`config.mk`:
```
export PLATFORM = sky130hd
export DESIGN_NAME = gcd_dispatch
export DESIGN_NICKNAME = d
export VERILOG_FILES = /design/src/rtl/gcd_pkg.sv /design/src/rtl/gcd_fifo.sv /design/src/rtl/gcd_dispatch.sv
export SDC_FILE = /design/constraint.sdc
export NUM_CORES = 1
export LEC_CHECK = 0
export BUFFER_PORTS_ARGS = -buffer_cell sky130_fd_sc_hd__buf_2
export CAP_MARGIN = 20
export CORE_ASPECT_RATIO = 1.2
export CORE_MARGIN = 2
export CORE_UTILIZATION = 59
export CTS_BUF_LIST = sky130_fd_sc_hd__clkbuf_2
export CTS_CLUSTER_DIAMETER = 40
export CTS_CLUSTER_SIZE = 8
export DETAILED_ROUTE_END_ITERATION = 8
export PLACE_DENSITY_LB_ADDON = 0.12
export SLEW_MARGIN = 20
export SYNTH_ARGS = -nofsm -noshare
export SYNTH_HDL_FRONTEND = slang
export SYNTH_HIERARCHICAL = 1
export SYNTH_SLANG_ARGS = --single-unit
```
`constraint.sdc`:
```
create_clock -name clk -period 2.65 [get_ports clk]
set_input_delay 0.3975 -clock clk [delete_from_list [all_inputs] [get_ports clk]]
set_output_delay 0.3975 -clock clk [all_outputs]
set_load 0.03 [all_outputs]
```
`src/rtl/gcd_pkg.sv`:
```
// ============================================================
// Package : gcd_pkg
// Shared FSM encoding and default sizing for the GCD dispatcher.
// Rev     : 1.0
// ============================================================
`default_nettype none

package gcd_pkg;

    localparam int GCD_W       = 8;
    localparam int GCD_DEPTH   = 4;
    localparam int GCD_TIMEOUT = 255;

    typedef enum logic [1:0] {
        IDLE  = 2'd0,
        ISSUE = 2'd1,
        WAIT  = 2'd2,
        HOLD  = 2'd3
    } state_t;

endpackage

`default_nettype wire

```
`src/rtl/gcd_fifo.sv`:
```
// ============================================================
// Module : gcd_fifo
// Synchronous operand-pair FIFO, DEPTH entries (power of two).
// Rev    : 1.0
// ============================================================
`default_nettype none

module gcd_fifo #(
    parameter int W     = 8,
    parameter int DEPTH = 4
) (
    input  logic                         clk,
    input  logic                         rst_n,
    input  logic                         push,
    input  logic [2*W-1:0]               push_data,
    input  logic                         pop,
    output logic [2*W-1:0]               pop_data,
    output logic                         full,
    output logic                         empty,
    output logic [$clog2(DEPTH+1)-1:0]   count
);

    localparam int PW = $clog2(DEPTH);
    localparam int CW = $clog2(DEPTH+1);

    logic [2*W-1:0] mem [DEPTH];
    logic [PW-1:0]  wr_ptr;
    logic [PW-1:0]  rd_ptr;
    logic           do_push;
    logic           do_pop;

    assign full     = (count == CW'(DEPTH));
    assign empty    = (count == '0);
    assign do_push  = push && !full;
    assign do_pop   = pop && !empty;
    assign pop_data = mem[rd_ptr];

    // Storage needs no reset; only pointers and occupancy define validity.
    always_ff @(posedge clk) begin
        if (do_push) begin
            mem[wr_ptr] <= push_data;
        end
    end

    always_ff @(posedge clk or negedge rst_n) begin
        if (!rst_n) begin
            wr_ptr <= '0;
            rd_ptr <= '0;
            count  <= '0;
        end else begin
            if (do_push) begin
                wr_ptr <= wr_ptr + PW'(1);
            end
            if (do_pop) begin
                rd_ptr <= rd_ptr + PW'(1);
            end
            case ({do_push, do_pop})
                2'b10:   count <= count + CW'(1);
                2'b01:   count <= count - CW'(1);
                default: count <= count;
            endcase
        end
    end

endmodule

`default_nettype wire

```
`src/rtl/gcd_dispatch.sv`:
```
// ============================================================
// Module : gcd_dispatch
// Queues operand pairs and issues them one at a time to a GCD engine.
// Rev    : 1.0
// ============================================================
`default_nettype none

module gcd_dispatch
    import gcd_pkg::*;
#(
    parameter int W       = GCD_W,
    parameter int DEPTH   = GCD_DEPTH,
    parameter int TIMEOUT = GCD_TIMEOUT
) (
    input  logic                         clk,
    input  logic                         rst_n,
    input  logic                         in_valid,
    output logic                         in_ready,
    input  logic [W-1:0]                 in_a,
    input  logic [W-1:0]                 in_b,
    output logic                         out_valid,
    input  logic                         out_ready,
    output logic [W-1:0]                 out_y,
    output logic                         out_error,
    output logic                         out_timeout,
    output logic                         gcd_start,
    output logic [W-1:0]                 gcd_a,
    output logic [W-1:0]                 gcd_b,
    input  logic                         gcd_done,
    input  logic [W-1:0]                 gcd_y,
    input  logic                         gcd_error,
    output logic                         busy,
    output logic [$clog2(DEPTH+1)-1:0]   count
);

    localparam int TW = $clog2(TIMEOUT+1);

    state_t          state;
    state_t          state_d;
    logic            full;
    logic            empty;
    logic [2*W-1:0]  head;
    logic            gcd_done_q;
    logic            done_edge;
    logic [TW-1:0]   tcnt;
    logic            tmo_hit;
    logic            launch;

    gcd_fifo #(
        .W     (W),
        .DEPTH (DEPTH)
    ) u_fifo (
        .clk       (clk),
        .rst_n     (rst_n),
        .push      (in_valid && in_ready),
        .push_data ({in_a, in_b}),
        .pop       (state == ISSUE),
        .pop_data  (head),
        .full      (full),
        .empty     (empty),
        .count     (count)
    );

    assign in_ready  = !full;
    assign busy      = (state != IDLE);
    assign done_edge = gcd_done && !gcd_done_q;
    assign launch    = (state == IDLE) && !empty;
    // Fires in the cycle the counter would step onto TIMEOUT.
    assign tmo_hit   = (tcnt == TW'(TIMEOUT - 1));

    always_ff @(posedge clk or negedge rst_n) begin
        if (!rst_n) begin
            state <= IDLE;
        end else begin
            state <= state_d;
        end
    end

    always_comb begin
        state_d = state;
        case (state)
            IDLE:    if (!empty) state_d = ISSUE;
            ISSUE:   state_d = WAIT;
            WAIT:    if (done_edge || tmo_hit) state_d = HOLD;
            HOLD:    if (out_ready) state_d = IDLE;
            default: state_d = IDLE;
        endcase
    end

    always_ff @(posedge clk or negedge rst_n) begin
        if (!rst_n) begin
            gcd_done_q  <= 1'b0;
            gcd_start   <= 1'b0;
            gcd_a       <= '0;
            gcd_b       <= '0;
            tcnt        <= '0;
            out_valid   <= 1'b0;
            out_y       <= '0;
            out_error   <= 1'b0;
            out_timeout <= 1'b0;
        end else begin
            gcd_done_q <= gcd_done;
            gcd_start  <= launch;
            // Operands latch on entry to ISSUE and stay put for the engine.
            if (launch) begin
                {gcd_a, gcd_b} <= head;
            end
            if (state == ISSUE) begin
                tcnt <= '0;
            end else if (state == WAIT) begin
                tcnt <= tcnt + TW'(1);
            end
            if (state == WAIT) begin
                if (done_edge) begin
                    out_y       <= gcd_y;
                    out_error   <= gcd_error;
                    out_timeout <= 1'b0;
                    out_valid   <= 1'b1;
                end else if (tmo_hit) begin
                    out_y       <= '0;
                    out_error   <= 1'b1;
                    out_timeout <= 1'b1;
                    out_valid   <= 1'b1;
                end
            end else if (state == HOLD && out_ready) begin
                out_valid <= 1'b0;
            end
        end
    end

endmodule

`default_nettype wire
```
# After elaboration in Yosys (flattened, before gate mapping)
# Memory sizes are Yosys's and may differ from the RTL's. A register that Yosys moved wholly into a read port is not among the register bits.
# Index checks and enable logic that the tools add are counted.
# word_totals
ff_bits	30
latchBits	0
ram_bits	64
mem_bits_ro	0
inputBits	30
out_inout_bits	33
word_cells	66
memories	1
# mem_list
memory	depth	word_bits	rd	rd_clocked_by_memory_dff	write_ports	line	source
u_fifo.mem	4	16	1	1	1	gcd_fifo.sv:26	logic [2*W-1:0] mem [DEPTH];
# op_classes
add_sub_neg	5
multipliers	0
div	0
n_lt_le_gt_ge	0
n_eq_ne	11
n_shift	0
n_mux	17
bitwise_logic	0
n_reduce_logical	21
# op_table
operator	n
8-bit 2-to-1 mux	4
2-bit nonzero test	5
8-bit by 1-bit adder with 8-bit output, second input constant	1
8-bit == test, second input constant	1
1-bit 2-to-1 mux	8
2-bit one-hot mux with 4 select lines	1
2-bit == test, second input constant	3
1-bit logical AND	6
2-bit 2-to-1 mux	3
2-bit inequality test, second input constant	3
3-bit one-hot mux with 2 select lines	1
2-bit by 1-bit adder with 2-bit output, second input constant	2
2-bit by 1-bit == test with 1-bit output, second input constant	2
1-bit zero test	4
2-bit AND reduction	2
3-bit by 1-bit adder with 3-bit output, second input constant	1
3-bit == test, second input constant	1
3-bit zero test	1
3-bit inequality test, second input constant	1
3-bit AND reduction	1
3-bit by 1-bit subtractor with 3-bit output, second input constant	1
2-bit zero test	1
1-bit logical OR	1

# Depth between registers and ports, before layout
# depth
ltp_word	6
mapped_depth	11
ltp_nobuf	11

# Hierarchy
# Netlist, hierarchy kept.
# by_module_without_submodules
module	n_inst	cells_each	area_per_inst_um2	seq_area_each_um2
gcd_fifo	1	122	2737.6	2097.0
gcd_dispatch	1	133	1684.1	975.9

# Least setup slack after synthesis
# Ideal clock, no wire load.
# synth_path
kind	reg-to-reg
startpoint	reg u_fifo.count[2]
endpoint	reg u_fifo.count[2]
setup_time_ns	0.081
arrival_time_ns	2.270
required_ns	2.569
slack_ns	0.299
stages_incl_launch_ff	12
path_buffers	0
period_less_slack_ns	2.351
path_cell_list	dfrtp_1 -> or3b_4 -> inv_1 -> nor2b_1 -> and2_4 -> inv_1 -> ha_1 -> inv_1 -> fa_1 -> xor2_1 -> nor2_1 -> xor2_1
# synth_between
elab_chain_cells	6
elab_cells_between_ends	13
classes_between	2 x add/sub; 3 x eq/ne; 1 x mux; 7 x reduce/logical
# synth_rtl
item	line	source
start: declaration	gcd_fifo.sv:20	output logic [$clog2(DEPTH+1)-1:0] count
start signal: assignment	gcd_fifo.sv:58	2'b10: count <= count + CW'(1);
start signal: assignment	gcd_fifo.sv:59	2'b01: count <= count - CW'(1);
start signal: assignment	gcd_fifo.sv:60	default: count <= count;
3-bit == test (*)	gcd_fifo.sv:32	assign full = (count == CW'(DEPTH));
named net full	gcd_dispatch.sv:40	logic full;
1-bit zero test (*)	gcd_fifo.sv:34, gcd_dispatch.sv:64	
1-bit logical AND	gcd_dispatch.sv:55	.push (in_valid && in_ready),
1-bit logical AND (*)	gcd_fifo.sv:34	assign do_push = push && !full;
2-bit by 1-bit == test with 1-bit output or 2-bit == test (tied branches)	gcd_fifo.sv:57	case ({do_push, do_pop})
3-bit one-hot mux with 2 select lines or 2-bit nonzero test (tied branches)	--	
# Mark *: on every way through the listed nets, which the timed path passes. The rest lies on a longest branch.
# A chain may end at the register's enable or synchronous reset.

# Worst setup path after layout
# layout_path
startpoint	reg u_fifo.count[0]
endpoint	reg u_fifo.count[2]
# The elaborated chain is that of the path after synthesis.

==> qor.txt <==
Power per Cell Area = 1170 mW/mm^2
Placed cell area = 0.00486 mm^2
Post-route cell area = 0.00510 mm^2
Gates resized, CTS repair = 0
GR Overflow Total = 0
DRC Markers = 0
Critical path endpoint category = register
Vias = 2,333
Kind of critical path = register to register
Share of post-route cells with drive strength above 1 = 40.9%
Skew final = 0.0306 ns
Relative slew slack = 49.2%
Mean Syn Cell Area = 17.3 um^2
CTS tree = yes
Detail Route Antenna Nets = 0
Number of global-route vias before repair = 2,493
CTS clk-pin slew, worst paths = 0.28 ns
DR pass1 iterations = 6
Num CTS Buffers = 9
RSZ-0062 raised after global routing = no
N_diodes = 0
Die footprint = 0.00821 mm^2
Fin crit period = 2.38 ns
Non-filler cells in the finished layout = 432
Core ar. = 0.00727 mm^2
Post-synth EDFFs = 64
Largest net degree at the start of global routing = 22
Synthesized instance count = 255
Required @ worst endpoint = 3.15 ns
Synth cell types = 35
GP Congestion = 0.793
Status = finished, final reports clean
Htree depth = 3
Synthesized flop and latch total = 110
Placed cells = 405
CP Max Fanout = 6
Power, Total = 5.96 mW
Max-Cap Viols = 0
Fin crit share = 89.8%
Height of the die = 98.8 um
Seq/Total Area, Yosys = 69.5%
Input/output buffers = 62
TritonCTS Sinks = 110
Starting density of the core = 60.8%
Area delta synth->final = 15.3%
Predominant post-synthesis flop cell = edfxtp_1
Measured slew at the worst slew-check pin = 0.762 ns
Detailed placement HPWL = 4740 um
Tot GR Track Use = 19.2%
Final Max Slew Viols = 0
Global-route wire length before repair = 12,000 um
Setup tns final = 0 ns
# setup viols final = 0
Async SR Flop Fraction = 41.8%
Final Hold Fails = 0
Startpoint types = register
Maximum VDD drop = 0.552 mV
Max frequency = 420 MHz
Clk_lat worst skew = 0.56 ns
Row cnt = 34
Final nets = 380
Die X = 83.0 um
Finished Core Util = 70.1%
Worst-case clock buffer depth = 2
Initial drt markers = 140
Leak Pwr = 2.11 nW
Ys Warns = 6
Routed WL = 7220 um
Vias per inst = 5.40
I/O pins = 63
Filler cell count = 509
HP Class = input pin to register
Root Driver = clkbuf_2
Worst EP arrival = 2.88 ns
Post-Syn Area = 0.00442 mm^2
Average routed wire per standard cell = 16.7 um
Total nets after synthesis = 298
Initial antenna violation count = 0
==> cell usage after synthesis (all sizes together) (2+ instances only) <==
master	count	area share, %
a22oi	2	0.34
nor2b	2	0.28
o22ai	4	0.71
mux2	20	5.2
nand2	6	0.51
xor2	4	0.79
and3	5	0.85
xnor2	5	0.99
inv	19	1.6
mux2i	2	0.45
dfrtp	46	26
mux4	16	8.1
clkbuf	3	0.25
a21oi	7	0.79
nor3	3	0.45
nand4	2	0.42
edfxtp	64	43
a22o	8	1.8
o21ai	2	0.31
nor2	11	0.99
nand3	3	0.34
ha	12	3.4
buf	4	0.57
==> layout by cell type, fill, tap and decap left out, types with 2 or more instances in the layout <==
cell type	n
nand2_1	6
mux4_2	16
dlygate4sd3_1	11
nor2_1	10
a21oi_1	7
ha_1	12
clkbuf_2	9
buf_4	4
clkinv_2	2
xnor2_1	5
and3_2	5
xor2_1	4
o22ai_1	3
a22o_2	8
inv_1	19
buf_2	62
mux2_2	19
inv_6	3
edfxtp_1	64
dfrtp_1	46
nor2b_1	2
nor3_1	2
nand3_1	3
mux2i_1	2
a22oi_1	2
==> layer usage <==
layer  up-vias  wire length [um]  part of all wire (%)  global-route usage (%)
li1       1117                 -                     -                       -
met1      1153              3080                    43                    24.5
met2        54              3750                    52                    33.1
met3         9               266                   3.7                    3.60
met4         0               119                   1.6                    7.57
met5         -                 0                     0                       0
==> final timing paths <==
check                                            startpoint                           to  slack, ns  cells past startpoint
worst max-delay path            u_fifo/count[0]$_DFFE_PN0P_  u_fifo/count[2]$_DFFE_PN0P_       0.27                     11
worst min-delay path                                in_b[4]   u_fifo/mem[3][4]$_DFFE_PP_       0.04                      1
worst max register to register  u_fifo/count[0]$_DFFE_PN0P_  u_fifo/count[2]$_DFFE_PN0P_       0.27                     11
worst min register to register         out_y[1]$_DFFE_PN0P_         out_y[1]$_DFFE_PN0P_       0.54                      1
max in group asynchronous                             rst_n  u_fifo/count[1]$_DFFE_PN0P_       1.80                      3
min in group asynchronous                             rst_n         gcd_a[6]$_DFFE_PN0P_       0.25                      2
==> metrics by stage <==
stage	setup WS, ns	hold slack, ns
2_1_floorplan	0.299	0.102
3_3_place_gp	0.391	0.367
3_5_place_dp	0.308	0.375
4_1_cts	0.257	0.000817
5_1_grt	0.0921	0.00000761
6_report	0.269	0.0393
==> repair_timing <==
item / 4_1_cts / 5_1_grt
endpoints found under the hold margin: 40 / 4
buffers inserted: 0 / 0
hold buffers: 9 / 2
==> worst max-delay path, cell delays in order (launching register included) <==
cell	delay, ns
dfrtp_1	0.51
or3b_4	0.45
inv_1	0.08
nor2b_1	0.07
and2_4	0.16
inv_1	0.06
ha_1	0.17
inv_1	0.06
fa_1	0.37
xor2_1	0.15
nor2_1	0.11
xor2_1	0.15
==> kinds of logic (layout without fill, tap and decap cells) <==
logic type,after synthesis,count (layout),synth area share [%]
fa+ha+maj,13,13,3.85
flops,110,110,69.5
mux,38,38,13.8
buf+inv,26,113,2.43
compound gates,24,24,4.19
xor+xnor,9,9,1.78
simple gates,35,35,4.47
==> layout make-up <==
| class | count | area (um^2) | area share (%) |
|---|---|---|---|
| Clock buffer | 9 | 45.0 | 0.884 |
| Inverter | 19 | 71.3 | 1.40 |
| Multi-Input combinational cell | 119 | 1240 | 24.4 |
| Clock inverter | 7 | 82.6 | 1.62 |
| Timing Repair Buffer | 78 | 470 | 9.23 |
| Sequential cell | 110 | 3070 | 60.3 |
| Tap cell | 90 | 113 | 2.21 |
==> where the power goes <==
group          leakage [nW]  switching (mW)  internal [mW]
clock                0.0798           0.549          0.235
sequential             1.14           0.346           2.37
combinational         0.892            1.37           1.09
total                  2.11            2.26           3.70
==> state kept, by name (all words and copies together), names as in the netlist <==
register       count
gcd_a              8
gcd_b              8
gcd_done_q         1
gcd_start          1
out_error          1
out_timeout        1
out_valid          1
out_y              8
state              2
tcnt               8
u_fifo/count       3
u_fifo/mem        64
u_fifo/rd_ptr      2
u_fifo/wr_ptr      2
No activity file was read; power rests on OpenSTA's default activity.
